--- src/rtl/traffic_pkg.sv ---
// Shared definitions for the traffic-light sequencer: state codes, lamp patterns and default phase lengths.
package traffic_pkg;

    localparam int unsigned CNT_W_DEF   = 6;
    localparam int unsigned T_MAJ_G_DEF = 30;
    localparam int unsigned T_MAJ_Y_DEF = 5;
    localparam int unsigned T_MIN_G_DEF = 20;
    localparam int unsigned T_MIN_Y_DEF = 5;

    typedef enum logic [2:0] {
        ST_MAJ_G   = 3'd0,
        ST_MAJ_Y   = 3'd1,
        ST_MIN_G   = 3'd2,
        ST_MIN_Y   = 3'd3,
        ST_EMG_MAJ = 3'd4,
        ST_EMG_MIN = 3'd5
    } state_e;

    typedef struct packed {
        logic maj_r;
        logic maj_y;
        logic maj_g;
        logic min_r;
        logic min_y;
        logic min_g;
    } lamps_t;

    localparam lamps_t LAMPS_MAJ_G = lamps_t'(6'b001_100);
    localparam lamps_t LAMPS_MAJ_Y = lamps_t'(6'b010_100);
    localparam lamps_t LAMPS_MIN_G = lamps_t'(6'b100_001);
    localparam lamps_t LAMPS_MIN_Y = lamps_t'(6'b100_010);

    // Emergency states show the same lamps as the green they hold.
    function automatic lamps_t lamps_for(input state_e st);
        lamps_t l;
        case (st)
            ST_MAJ_G, ST_EMG_MAJ: l = LAMPS_MAJ_G;
            ST_MAJ_Y:             l = LAMPS_MAJ_Y;
            ST_MIN_G, ST_EMG_MIN: l = LAMPS_MIN_G;
            ST_MIN_Y:             l = LAMPS_MIN_Y;
            default:              l = LAMPS_MAJ_G;
        endcase
        return l;
    endfunction

endpackage

--- src/rtl/traffic_timer.sv ---
// Loadable down-counter for phase timing; load wins over tick, and the count stops at 1.
module traffic_timer #(
    parameter int unsigned CNT_W = 6,
    parameter logic [CNT_W-1:0] RST_VAL = '0
) (
    input  logic             clk,
    input  logic             rst,
    input  logic             load,
    input  logic [CNT_W-1:0] load_val,
    input  logic             tick,
    output logic [CNT_W-1:0] cnt,
    output logic             expire
);

    logic [CNT_W-1:0] cnt_d;
    logic [CNT_W-1:0] cnt_q;

    always_comb begin
        cnt_d = cnt_q;
        if (load) begin
            cnt_d = load_val;
        end else if (tick && (cnt_q > CNT_W'(1))) begin
            cnt_d = cnt_q - CNT_W'(1);
        end
    end

    always_ff @(posedge clk) begin
        if (rst) begin
            cnt_q <= RST_VAL;
        end else begin
            cnt_q <= cnt_d;
        end
    end

    assign cnt    = cnt_q;
    assign expire = tick && (cnt_q == CNT_W'(1));

endmodule

--- src/rtl/traffic_fsm.sv ---
// Traffic-light sequencer: major/minor ring on a 1 Hz tick with emergency holds and soft restart.
module traffic_fsm
    import traffic_pkg::*;
#(
    parameter int unsigned T_MAJ_G = T_MAJ_G_DEF,
    parameter int unsigned T_MAJ_Y = T_MAJ_Y_DEF,
    parameter int unsigned T_MIN_G = T_MIN_G_DEF,
    parameter int unsigned T_MIN_Y = T_MIN_Y_DEF,
    parameter int unsigned CNT_W   = CNT_W_DEF
) (
    input  logic             clk,
    input  logic             rst,
    input  logic             tick,
    input  logic             s0_lvl,
    input  logic             s1_lvl,
    input  logic             s4_pulse,
    output logic             maj_r,
    output logic             maj_y,
    output logic             maj_g,
    output logic             min_r,
    output logic             min_y,
    output logic             min_g,
    output logic [CNT_W-1:0] cnt,
    output logic [2:0]       state_o,
    output logic             emerg
);

    localparam int unsigned T_MAX = (2 ** CNT_W) - 1;

    if (T_MAJ_G < 1 || T_MAJ_G > T_MAX || T_MAJ_Y < 1 || T_MAJ_Y > T_MAX ||
        T_MIN_G < 1 || T_MIN_G > T_MAX || T_MIN_Y < 1 || T_MIN_Y > T_MAX) begin : g_bad_param
        $error("traffic_fsm: phase duration outside [1, 2^CNT_W-1]");
    end

    localparam logic [CNT_W-1:0] LD_MAJ_G = CNT_W'(T_MAJ_G);
    localparam logic [CNT_W-1:0] LD_MAJ_Y = CNT_W'(T_MAJ_Y);
    localparam logic [CNT_W-1:0] LD_MIN_G = CNT_W'(T_MIN_G);
    localparam logic [CNT_W-1:0] LD_MIN_Y = CNT_W'(T_MIN_Y);

    state_e           state_q, state_d;
    lamps_t           lamps_q, lamps_d;
    logic             emerg_q, emerg_d;
    logic             load;
    logic [CNT_W-1:0] load_val;
    logic             expire;

    traffic_timer #(
        .CNT_W   (CNT_W),
        .RST_VAL (LD_MAJ_G)
    ) u_timer (
        .clk      (clk),
        .rst      (rst),
        .load     (load),
        .load_val (load_val),
        .tick     (tick),
        .cnt      (cnt),
        .expire   (expire)
    );

    // State and registered outputs share one edge so lamps never lag the state.
    always_ff @(posedge clk) begin
        if (rst) begin
            state_q <= ST_MAJ_G;
            lamps_q <= LAMPS_MAJ_G;
            emerg_q <= 1'b0;
        end else begin
            state_q <= state_d;
            lamps_q <= lamps_d;
            emerg_q <= emerg_d;
        end
    end

    // Next state; every phase entry reloads the timer, which also swallows a coincident tick.
    always_comb begin
        state_d  = state_q;
        load     = 1'b0;
        load_val = '0;
        if (s4_pulse) begin
            state_d  = ST_MAJ_G;
            load     = 1'b1;
            load_val = LD_MAJ_G;
        end else if (s1_lvl) begin
            if (state_q != ST_EMG_MAJ) begin
                state_d = ST_EMG_MAJ;
                load    = 1'b1;
            end
        end else if (s0_lvl) begin
            if (state_q != ST_EMG_MIN) begin
                state_d = ST_EMG_MIN;
                load    = 1'b1;
            end
        end else begin
            case (state_q)
                ST_MAJ_G: if (expire) begin
                    state_d  = ST_MAJ_Y;
                    load     = 1'b1;
                    load_val = LD_MAJ_Y;
                end
                ST_MAJ_Y: if (expire) begin
                    state_d  = ST_MIN_G;
                    load     = 1'b1;
                    load_val = LD_MIN_G;
                end
                ST_MIN_G: if (expire) begin
                    state_d  = ST_MIN_Y;
                    load     = 1'b1;
                    load_val = LD_MIN_Y;
                end
                ST_MIN_Y: if (expire) begin
                    state_d  = ST_MAJ_G;
                    load     = 1'b1;
                    load_val = LD_MAJ_G;
                end
                ST_EMG_MAJ: begin
                    state_d  = ST_MAJ_Y;
                    load     = 1'b1;
                    load_val = LD_MAJ_Y;
                end
                ST_EMG_MIN: begin
                    state_d  = ST_MIN_Y;
                    load     = 1'b1;
                    load_val = LD_MIN_Y;
                end
                default: begin
                    state_d  = ST_MAJ_G;
                    load     = 1'b1;
                    load_val = LD_MAJ_G;
                end
            endcase
        end
    end

    always_comb begin
        lamps_d = lamps_for(state_d);
        emerg_d = (state_d == ST_EMG_MAJ) || (state_d == ST_EMG_MIN);
    end

    assign maj_r   = lamps_q.maj_r;
    assign maj_y   = lamps_q.maj_y;
    assign maj_g   = lamps_q.maj_g;
    assign min_r   = lamps_q.min_r;
    assign min_y   = lamps_q.min_y;
    assign min_g   = lamps_q.min_g;
    assign state_o = 3'(state_q);
    assign emerg   = emerg_q;

endmodule

--- config.mk ---
export PLATFORM = sky130hd
export DESIGN_NAME = traffic_fsm
export DESIGN_NICKNAME = d
export VERILOG_FILES = /design/src/rtl/traffic_pkg.sv /design/src/rtl/traffic_timer.sv /design/src/rtl/traffic_fsm.sv
export SDC_FILE = /design/constraint.sdc
export NUM_CORES = 1
export LEC_CHECK = 0
export CAP_MARGIN = 0
export CORE_MARGIN = 2
export CORE_UTILIZATION = 51
export CTS_BUF_LIST = sky130_fd_sc_hd__clkbuf_8 sky130_fd_sc_hd__clkbuf_16
export CTS_CLUSTER_SIZE = 16
export DETAILED_ROUTE_END_ITERATION = 12
export GPL_TIMING_DRIVEN = 0
export HOLD_SLACK_MARGIN = 0.03
export PLACE_DENSITY = 0.82
export SLEW_MARGIN = 30
export SYNTH_ARGS = -nofsm -noshare
export SYNTH_HDL_FRONTEND = slang
export SYNTH_SLANG_ARGS = --single-unit
--- constraint.sdc ---
create_clock -name clk -period 3.95 [get_ports clk]
set_input_delay 0.79 -clock clk [delete_from_list [all_inputs] [get_ports clk]]
set_output_delay 0.79 -clock clk [all_outputs]
set_load 0.05 [all_outputs]
### Yosys cells after proc, flatten, opt, wreduce, memory -nomap -nowiden

Index checks and enable logic that the tools add are counted.

* register bits after elaboration: 16
* bits of input ports: 6
* word-level logic and storage cells: 60

* $add $sub $neg: 1
* $lt $le $gt $ge: 1
* eq/ne operators: 13
* muxes and demuxes: 27
* reductions and logical operators: 9

Operator list (count)
* $mux W3: 10
* $mux W5: 5
* $pmux W5 S4: 1
* $pmux W3 S6: 1
* $pmux W6 S3: 1
* $eq A3 B2 Y1 const B: 4
* $eq A3 B3 Y1 const B: 4
* $mux W6: 2
* $mux W1: 7
* $eq A3 B1 Y1 const B: 2
* $eq A6 B1 Y1 const B: 1
* $gt A6 B1 Y1 const B: 1
* $ne A3 B3 Y1 const B: 2
* $reduce_or A2 Y1: 3
* $sub A6 B1 Y6 const B: 1
* $reduce_or A4 Y1: 1
* $logic_not A3 Y1: 1
* $logic_and A1 B1 Y1: 2
* $reduce_bool A2 Y1: 1
* $logic_or A1 B1 Y1: 1

### Depth between registers and ports, before layout

Gate-level depths: netlist of run 1.

* depth in word-level cells: 10
* gate-level depth with buffers: 6
* gate-level depth less buffers: 6

### Cells and area by module

A second synthesis of run 1 with hierarchy kept.

* cell total of the unflattened synthesis: 107
* area, all modules: 904.6 um2

Modules (own cells, without submodules)
* traffic_fsm: times used 1, cells each 59, area an instance 494.2 um2
* traffic_timer: times used 1, cells each 48, area an instance 410.4 um2

### Worst setup path after synthesis of run 1

No wires, ideal clock.

* kind: register to register
* start point: register state_q[2], in the netlist state_o[2]
* end point: register u_timer.cnt_q[1], in the netlist u_timer.cnt[1]
* setup time: 0.078 ns
* arrival time: 1.933 ns
* required time: 3.872 ns
* path slack: 1.939 ns
* cell stages (with the launch flop): 5
* path buffers: 0
* period minus slack after synthesis: 2.011 ns
* cell sequence: dfxtp_1 > or3b_2 > a221oi_1 > o21ai_0 > a32oi_1

* longest elaborated chain between the ends: 7
* elaborated cells between the ends (all ways): 23

Ends and longest elaborated chain
* start, declared: line traffic_fsm.sv:40 `state_e state_q, state_d;`
* start signal, assigned: line traffic_fsm.sv:67 `state_q <= state_d;`
* $eq A3 B3 Y1 (tied with other cells): line traffic_fsm.sv:93 `case (state_q)`
* $reduce_or A2 Y1 (no line) or $reduce_or A4 Y1 (tied branches)
* $pmux W5 S4 or $mux W1 (tied branches)
* $mux W5 or $mux W1 (tied branches): line traffic_fsm.sv:87 `end else if (s0_lvl) begin`
* $mux W5 or $mux W1 (tied branches): line traffic_fsm.sv:82 `end else if (s1_lvl) begin`
* $mux W5 or $mux W1 (tied branches): line traffic_fsm.sv:78 `if (s4_pulse) begin`
* $mux W6 or $reduce_bool A2 Y1 (tied branches)
* end signal, assigned: line traffic_timer.sv:31 `cnt_q <= cnt_d;`
* end, declared: line traffic_timer.sv:16 `logic [CNT_W-1:0] cnt_q;`

Parallel ways exist; a longest one is shown, timed or not.
A chain may end at the register's enable or synchronous reset.

### Worst setup path in the final report of run 1

* start point: input port s0_lvl
* end point: register u_timer.cnt_q[3], in the netlist u_timer.cnt[3]

* longest elaborated chain between the ends: 4
* elaborated cells between the ends (all ways): 8

Ends and longest elaborated chain
* start, declared: line traffic_fsm.sv:14 `input logic s0_lvl,`
* $mux W5 or $mux W1 (tied branches): line traffic_fsm.sv:87
* $mux W5 or $mux W1 (tied branches): line traffic_fsm.sv:82
* $mux W5 or $mux W1 (tied branches): line traffic_fsm.sv:78
* $mux W6 or $reduce_bool A2 Y1 (tied branches)

Parallel ways exist; a longest one is shown, timed or not.

==> results of run 1 <==
## final cells by class
| cell class | count | area [um2] |
|---|---|---|
| plain buffers | 6 | 23.8 |
| clock buffers | 4 | 55.1 |
| repair buffers | 19 | 190 |
| multi-input cells | 82 | 528 |
| fillers | 128 | 520 |
| inverters | 3 | 11.3 |
| flip-flops and latches | 16 | 320 |
| well taps | 17 | 21.3 |
## logic make-up after synthesis
kind of cell | share of synthesized area (%)
AND/OR/NAND/NOR | 32.2
AO/OA/AOI/OAI | 19.3
flip-flops | 36.3
buffers and inverters | 3.97
multiplexers | 3.54
XOR/XNOR | 1.98
adder cells (fa/ha/maj) | 2.83
## metal layers
metal  vias to the layer above  wire (um)
met2                        20       1020
met5                         -          0
met4                         0         26
met3                         4         98
met1                       434       1000
li1                        438          -
## per-stage QoR
stage	hold WS, ps	cell area (um2)	utilization [%]
floorplan	806	883	-
global placement	599	1090	65.5
detailed placement	623	1090	65.5
CTS	632	1150	68.8
global route	687	1150	68.8
finish	633	1150	68.8
## power by group through the flow
stage	sequential (W)	combinational (W)	clock (W)
3_3_place_gp	0.000178	0.0000749	0
4_1_cts	0.000175	0.0000768	0.000147
5_1_grt	0.000176	0.0000825	0.000155
3_5_place_dp	0.000178	0.0000766	0
2_1_floorplan	0.000200	0.0000294	0
6_report	0.000175	0.0000772	0.000147
## sequential cells by signal (all words and copies together) (netlist names)
signal and flops:
u_timer.cnt 6, state_o 3, emerg 1, maj_g 1, maj_r 1, maj_y 1, min_g 1, min_r 1
min_y 1
## synth_stat cells, types with 2 or more instances
library cell   n
clkbuf_1       5
and2_1         2
dfxtp_1       16
o21ai_0        6
nor2_1         8
ha_1           2
nor2b_1        3
nand2b_1       3
inv_1          3
a21oi_1        6
mux2i_1        2
or2_2          2
a32oi_1        2
nand2_1        5
nand3b_1       2
or3_1          2
nor3_1        12
## path summary, 6_finish.rpt
| kind | slack (ps) | depth (start not counted) | endpoint | startpoint |
|---|---|---|---|---|
| max | 1560 | 5 | u_timer.cnt[3] | s0_lvl |
| min reg2reg | 630 | 2 | u_timer.cnt[5] | u_timer.cnt[5] |
| max reg2reg | 1980 | 5 | u_timer.cnt[3] | state_o[0] |
| min | 630 | 2 | u_timer.cnt[5] | u_timer.cnt[5] |
## worst max-delay path, delay by kind of cell
kind / cells / cell delay [ps]
compound gates: 3 / 1030
buf+inv: 1 / 540
simple gates: 1 / 200
==> flow_summary.toml, run 1 <==
[detailed_routing]
vias = 896
drtIter0Drc = 11
vias_per_cell = 6.10
wl_um = 2150
drt_pre_antenna_iters = 4
wl_per_cell_um = 14.6
final_antenna_net_count = 0
drc = 0

[place]
gp_congestion = 0.804
dpl.cell_count = 143
pre_cts_slack_ps = 1350
port_buffers = 19
hpwlAfterDp_um = 1580

[floorplanning]
rows = 15
die_y_um = 45.6
dieWidth_um = 45.6
dieArea_um2 = 2080
initial_core_util_pct = 52.9
ios = 22
core_area_um2 = 1670

[synth]
seq_area_frac_synth_pct = 36.3
synth_edf_count = 0
synth-warning-count = 0
avgSynthCellArea_um2 = 8.26
yosys_register_bits = 16
synth.top_cell.area_share_pct = 36.3
synth.largest_area_cell = "dfxtp_1"
synth_cell_types = 43
synthArstFlopShare_pct = 0
synth_cells = 107
synthFlopType = "dfxtp_1"
synthTopCellsByArea = "dfxtp_1 36%, nor3_1 6.8%, a21oi_1 3.4%"
syn_area_um2 = 883
syn_nets = 115

[power_and_ir_drop]
power_w = 0.000399
combPwrFrac_pct = 19.3
p_sw_w = 0.000115
power_leakage_nw = 0.413
p_seq_share_pct = 43.8
power_frac_clock_pct = 36.9
intPower_w = 0.000285
p_per_area_nw_per_um2 = 347
peakVddDrop_v = 0.000237
swShare_pct = 28.7

[global_routing]
overflow = 0
grt_max_degree = 11
grt_use_met1_pct = 31.5
grt_pass1_vias = 784
grt_usage_pct = 23.1
use_met3_pct = 4.76
grt_pass1_wl_um = 3430
antenna_found_initial = 0
grt_most_used_layer = "met2"
use_met2_pct = 34.6

[clock_tree]
numCtsBuffers = 3
cts_resized = 0
holdBufCountCts = 0
cts-root-buf = "clkbuf_8"
cts_tree = "yes"
cts_num_sinks = 16
cts-htree-levels = 1
clk_pin_slew_ps = 60
cts_setup_buffers = 0
clock_path_buffers = 2
clk_latency_ps = 250

[timing]
timing_worst_slew_pin_value_ps = 611
setup_violations = 0
drv_slew = 0
final_hold_viol_count = 0
tns_ps = 0
worst_slack_ps = 1560
max_freq_mhz = 419
fin_crit_sh_pct = 60.4
fin_skew_ps = 2.35
rsz0062_at_grt = "false"
maxSlewHeadroom_pct = 58.9
layout_min_cycle_time_ps = 2390

[layout]
fin_cells = 147
drive_gt1_share_pct = 6.92
synthToLayoutAreaGrowth_pct = 30.2
nets = 139
layout_common_cells = "19 x clkdlybuf4s50_1, 16 x dfxtp_1, 12 x nor3_1, 8 x nor2_1"
diodes = 0
layout.cells.most_common = "clkdlybuf4s50_1"

[worst_setup_path]
critPathSlowestCell = "clkdlybuf4s50_1"
crit_path_end_kind = "flop"
crit_fanout = 8
cp-start-kind = "input pin"
cp_data_arrival_time_ps = 2560
cp_cell_sequence = "clkdlybuf4s50_1, nor2b_1, a221oi_1, o21ai_0, a32oi_1"
path_class = "in2reg"
crit_required_ps = 4130
slowest_delay_ps = 540

[outcome]
outcome = "finished, final reports clean"

[min_path]
hp-class = "reg2reg"

[flow_run]
maxCapViolations = 0
Note: power is estimated with default switching activity, not from simulation.
==> inputs of run 2 (changes only) <==
--- a/config.mk
+++ b/config.mk
@@ -7,13 +7,13 @@
 export LEC_CHECK = 0
 export CAP_MARGIN = 0
 export CORE_MARGIN = 2
-export CORE_UTILIZATION = 51
+export CORE_UTILIZATION = 43
 export CTS_BUF_LIST = sky130_fd_sc_hd__clkbuf_8 sky130_fd_sc_hd__clkbuf_16
 export CTS_CLUSTER_SIZE = 16
 export DETAILED_ROUTE_END_ITERATION = 12
 export GPL_TIMING_DRIVEN = 0
 export HOLD_SLACK_MARGIN = 0.03
-export PLACE_DENSITY = 0.82
+export PLACE_DENSITY = 0.74
 export SLEW_MARGIN = 30
 export SYNTH_ARGS = -nofsm -noshare
 export SYNTH_HDL_FRONTEND = slang
==> constraint.sdc (replaced) <==
create_clock -name clk -period 2.05 [get_ports clk]
set_input_delay 0.41 -clock clk [delete_from_list [all_inputs] [get_ports clk]]
set_output_delay 0.41 -clock clk [all_outputs]
set_load 0.05 [all_outputs]
==> flow_summary.toml, run 2 (synthesis results as in run 1) <==
[global_routing]
antenna_found_initial = 0
grt_max_degree = 11
grt_pass1_wl_um = 3360
overflow = 0
grt_usage_pct = 17.7
grt_pass1_vias = 713

[timing]
fin_crit_sh_pct = 96.3
timing_worst_slew_pin_value_ps = 525
setup_violations = 0
maxSlewHeadroom_pct = 64.9
fin_skew_ps = 3.78
worst_slack_ps = 76.6
final_hold_viol_count = 0
drv_slew = 0
layout_min_cycle_time_ps = 1970
rsz0062_at_grt = "false"
max_freq_mhz = 507

[layout]
layout.cells.most_common = "clkdlybuf4s50_1"
synthToLayoutAreaGrowth_pct = 30.9
largest_reg_flops = 6
design_area_um2 = 1160
drive_gt1_share_pct = 7.75
diodes = 0
nets = 139
layout_common_cells = "19 x clkdlybuf4s50_1, 15 x dfxtp_1, 12 x nor3_1, 8 x nor2_1, 6 x a21oi_1"
fin_cells = 156

[clock_tree]
clk_pin_slew_ps = 60
cts_setup_buffers = 0
cts-root-buf = "clkbuf_8"
numCtsBuffers = 3
cts_num_sinks = 16
cts_tree = "yes"
cts-htree-levels = 1
clk_latency_ps = 240
clock_path_buffers = 2
holdBufCountCts = 0

[detailed_routing]
vias = 857
wl_met1_um = 984
highest_layer = "met4"
wl_per_cell_um = 13.0
drt_pre_antenna_iters = 4
vias_per_cell = 5.49
met2_length_um = 930
dr_wl_met3_um = 95
wl_um = 2020
drtIter0Drc = 29
drc = 0
final_antenna_net_count = 0

[place]
gp_congestion = 0.850
hpwlAfterDp_um = 1470
dpl_cell_area_um2 = 1110
port_buffers = 19
pre_cts_slack_ps = -252
dpl.cell_count = 153

[floorplanning]
dieArea_um2 = 2430
ios = 22
initial_core_util_pct = 45.5
dieWidth_um = 49.3
core_area_um2 = 1940
die_y_um = 49.3
rows = 16

[worst_setup_path]
crit_path_end_kind = "flop"
cp_data_arrival_time_ps = 2130
path_class = "in2reg"
cp-start-kind = "input pin"
crit_required_ps = 2210
crit_fanout = 8

[power_and_ir_drop]
swShare_pct = 28.9
p_per_area_nw_per_um2 = 620
p_sw_w = 0.000207
intPower_w = 0.000509
combPwrFrac_pct = 20.8
power_frac_clock_pct = 32.2
peakVddDrop_v = 0.000421
power_leakage_nw = 0.408
p_seq_share_pct = 47.0

[min_path]
hp-class = "in2reg"

[flow_run]
maxCapViolations = 0

[outcome]
outcome = "finished, final reports clean"
==> run 2: changes by cell type in the layout (fill, tap and decap cells not counted) <==
cell,delta
o21ai_1,+1
clkbuf_8,-1
nor4b_1,-1
dfxtp_1,-1
o21ai_0,-1
nor4b_2,+1
dfxtp_2,+1
==> run 2: final cells by class <==
class                   count  area [um2]
well taps                  27        33.8
multi-input cells          82         534
flip-flops and latches     16         322
fillers                   173         786
repair buffers             19         190
plain buffers               6        23.8
clock buffers               3        41.3
inverters                   3        11.3
==> run 2: metal layers <==
metal | global-route usage, % | up-vias
met4 | 7.14 | 0
li1 | - | 438
met1 | 25.7 | 395
met3 | 2.15 | 2
met2 | 26.4 | 22
met5 | 0 | -
==> run 2: metrics by stage <==
step           utilization, %  power (W)  hold slack (ps)  TNS [ps]
2_1_floorplan               -   0.000441              534         0
3_3_place_gp             57.0   0.000487              599      -673
3_5_place_dp             57.0   0.000489              601      -770
4_1_cts                  59.1   0.000721              572         0
5_1_grt                  59.5   0.000749              617         0
6_report                 59.5   0.000716              587         0
==> run 2: critical path, cell delays in order <==
cell	delay, ps
clkdlybuf4s50_1	540
nor2b_1	200
a221oi_1	420
o21ai_1	270
a32oi_1	290
==> run 2: worst paths after layout <==
kind	from	end	slack [ps]	cells after the start
worst min register to register	u_timer.cnt[2]	u_timer.cnt[2]	600	2
worst max register to register	u_timer.cnt[3]	u_timer.cnt[3]	110	5
worst max-delay path	s0_lvl	u_timer.cnt[3]	80	5
worst min-delay path	s4_pulse	state_o[2]	590	2
==> run 2: power by group through the flow <==
stage          clock [W]  combinational, W  sequential (W)
6_report        0.000230          0.000149        0.000337
3_5_place_dp           0          0.000146        0.000343
5_1_grt         0.000251          0.000159        0.000339
4_1_cts         0.000238          0.000147        0.000336
2_1_floorplan          0         0.0000566        0.000385
3_3_place_gp           0          0.000145        0.000342
==> run 2: what timing repair did <==
action,4_1_cts,5_1_grt
gates resized for setup,1,2
gates cloned,0,0
pin swaps,0,1
endpoints found under the setup margin,1,3
==> inputs of run 3 (changes only) <==
--- a/config.mk
+++ b/config.mk
@@ -8,10 +8,8 @@
 export CAP_MARGIN = 0
 export CORE_MARGIN = 2
 export CORE_UTILIZATION = 43
-export CTS_BUF_LIST = sky130_fd_sc_hd__clkbuf_8 sky130_fd_sc_hd__clkbuf_16
 export CTS_CLUSTER_SIZE = 16
 export DETAILED_ROUTE_END_ITERATION = 12
-export GPL_TIMING_DRIVEN = 0
 export HOLD_SLACK_MARGIN = 0.03
 export PLACE_DENSITY = 0.74
 export SLEW_MARGIN = 30
==> constraint.sdc (replaced) <==
create_clock -name clk -period 1.6 [get_ports clk]
set_input_delay 0.32 -clock clk [delete_from_list [all_inputs] [get_ports clk]]
set_output_delay 0.32 -clock clk [all_outputs]
set_load 0.05 [all_outputs]
==> flow_summary.toml, run 3 (synthesis results as in run 1) <==
[outcome]
outcome = "complete, but fails checks"
violations = "setup timing"

[layout]
layout_common_cells = "37 x buf_4, 9 x nor3_1, 8 x nor2_1, 8 x buf_12, 7 x dfxtp_1"
fin_util_pct = 85.4
largest_reg_flops = 6
synthToLayoutAreaGrowth_pct = 87.7
diodes = 0
design_area_um2 = 1660
nFillCells = 101
layout.cells.most_common = "buf_4"
nets = 167
drive_gt1_share_pct = 56.3

[timing]
worst_slack_ps = -203
drv_slew = 0
rsz0062_at_grt = "true"
max_freq_mhz = 555
setup_violations = 11
maxSlewHeadroom_pct = 65.1
timing_worst_slew_pin_value_ps = 518
tns_ps = -1430
fin_crit_sh_pct = 113
fin_skew_ps = 18.8
layout_min_cycle_time_ps = 1800
final_hold_viol_count = 0

[global_routing]
overflow = 0
grt_usage_pct = 26.8
grt_pass1_vias = 1050
antenna_found_initial = 0
grt_max_degree = 14
grt_pass1_wl_um = 5010

[place]
dpl_cell_area_um2 = 1390
gp_congestion = 0.867
hpwlAfterDp_um = 1880
pre_cts_slack_ps = -229
port_buffers = 21

[worst_setup_path]
crit_required_ps = 1830
crit_fanout = 4
crit_buf_inv = 0
path_class = "reg2reg"
crit_family = "simple AND/OR/NAND/NOR gates"
cp_data_arrival_time_ps = 2030
critPathSlowestCell = "or4_4"
cp_cell_sequence = "or4_4, o31a_1, or2_1, a32oi_1"
rrSetupSlack_ps = -200
crit_path_end_kind = "flop"
slowest_delay_ps = 560
cp-start-kind = "flop"

[floorplanning]
rows = 16
dieArea_um2 = 2430
ios = 22
dieWidth_um = 49.3
core_area_um2 = 1940
die_y_um = 49.3
initial_core_util_pct = 45.5

[clock_tree]
numCtsBuffers = 3
clk_pin_slew_ps = 120
clock_path_buffers = 2
cts-root-buf = "clkbuf_4"
cts-htree-levels = 1
cts_tree = "yes"
clk_latency_ps = 310
cts_num_sinks = 16

[detailed_routing]
wl_per_cell_um = 21.2
vias = 1164
drc = 0
wl_um = 3910
vias_per_cell = 6.29
drtIter0Drc = 34
final_antenna_net_count = 0
drt_pre_antenna_iters = 4

[flow_run]
maxCapViolations = 0

[power_and_ir_drop]
peakVddDrop_v = 0.000541
power_leakage_nw = 0.643
p_per_area_nw_per_um2 = 628

[min_path]
hp-class = "reg2reg"
run 3: repair_timing:
action / in CTS / in global routing
hold endpoints to repair: 0 / 0
gates resized for setup: 14 / 21
hold buffers: 0 / 0
gates cloned: 1 / 0
setup buffers: 5 / 2
endpoints found under the setup margin: 12 / 14
pin swaps: 9 / 12
run 3: report_power, final:
part	total, W	switching, W	internal, W
Sequential	0.000424	0.0000107	0.000413
Combinational	0.000327	0.000185	0.000142
Clock	0.000289	0.000151	0.000139
Total	0.00104	0.000347	0.000694
run 3: final timing paths:
kind,from,to,depth (start not counted)
max,u_timer.cnt[3],u_timer.cnt[1],4
min,state_o[1],u_timer.cnt[5],4
max reg2reg,u_timer.cnt[3],u_timer.cnt[1],4
min reg2reg,state_o[1],u_timer.cnt[5],4
run 3: layout make-up:
cell class | instances | area (um2) | area share [%]
inverters | 3 | 11.3 | 0.679
flip-flops and latches | 16 | 342 | 20.6
multi-input cells | 83 | 724 | 43.7
repair buffers | 52 | 510 | 30.8
well taps | 27 | 33.8 | 2.04
clock buffers | 4 | 36.3 | 2.19
run 3: metrics by stage:
step           hold slack (ps)  total power, W  instances
2_1_floorplan              444        0.000572        107
3_3_place_gp               665        0.000695        173
3_5_place_dp               679        0.000700        173
4_1_cts                    709        0.000990        183
5_1_grt                    776         0.00107        185
6_report                   725         0.00104        185
run 3: layer usage:
| layer | GRT usage [%] | part of all wire (%) | wire length [um] | vias to the layer above |
|---|---|---|---|---|
| li1 | - | - | - | 502 |
| met1 | 35.6 | 39 | 1520 | 568 |
| met2 | 43.5 | 50 | 1950 | 74 |
| met3 | 4.91 | 7.6 | 299 | 20 |
| met4 | 8.57 | 3.7 | 146 | 0 |
| met5 | 0 | 0 | 0 | - |
run 3: worst reg2reg max path: stages, from the launching register on:
cell and delay, ps:
dfxtp_4 370, or4_4 560, o31a_1 330, or2_1 270
a32oi_1 200
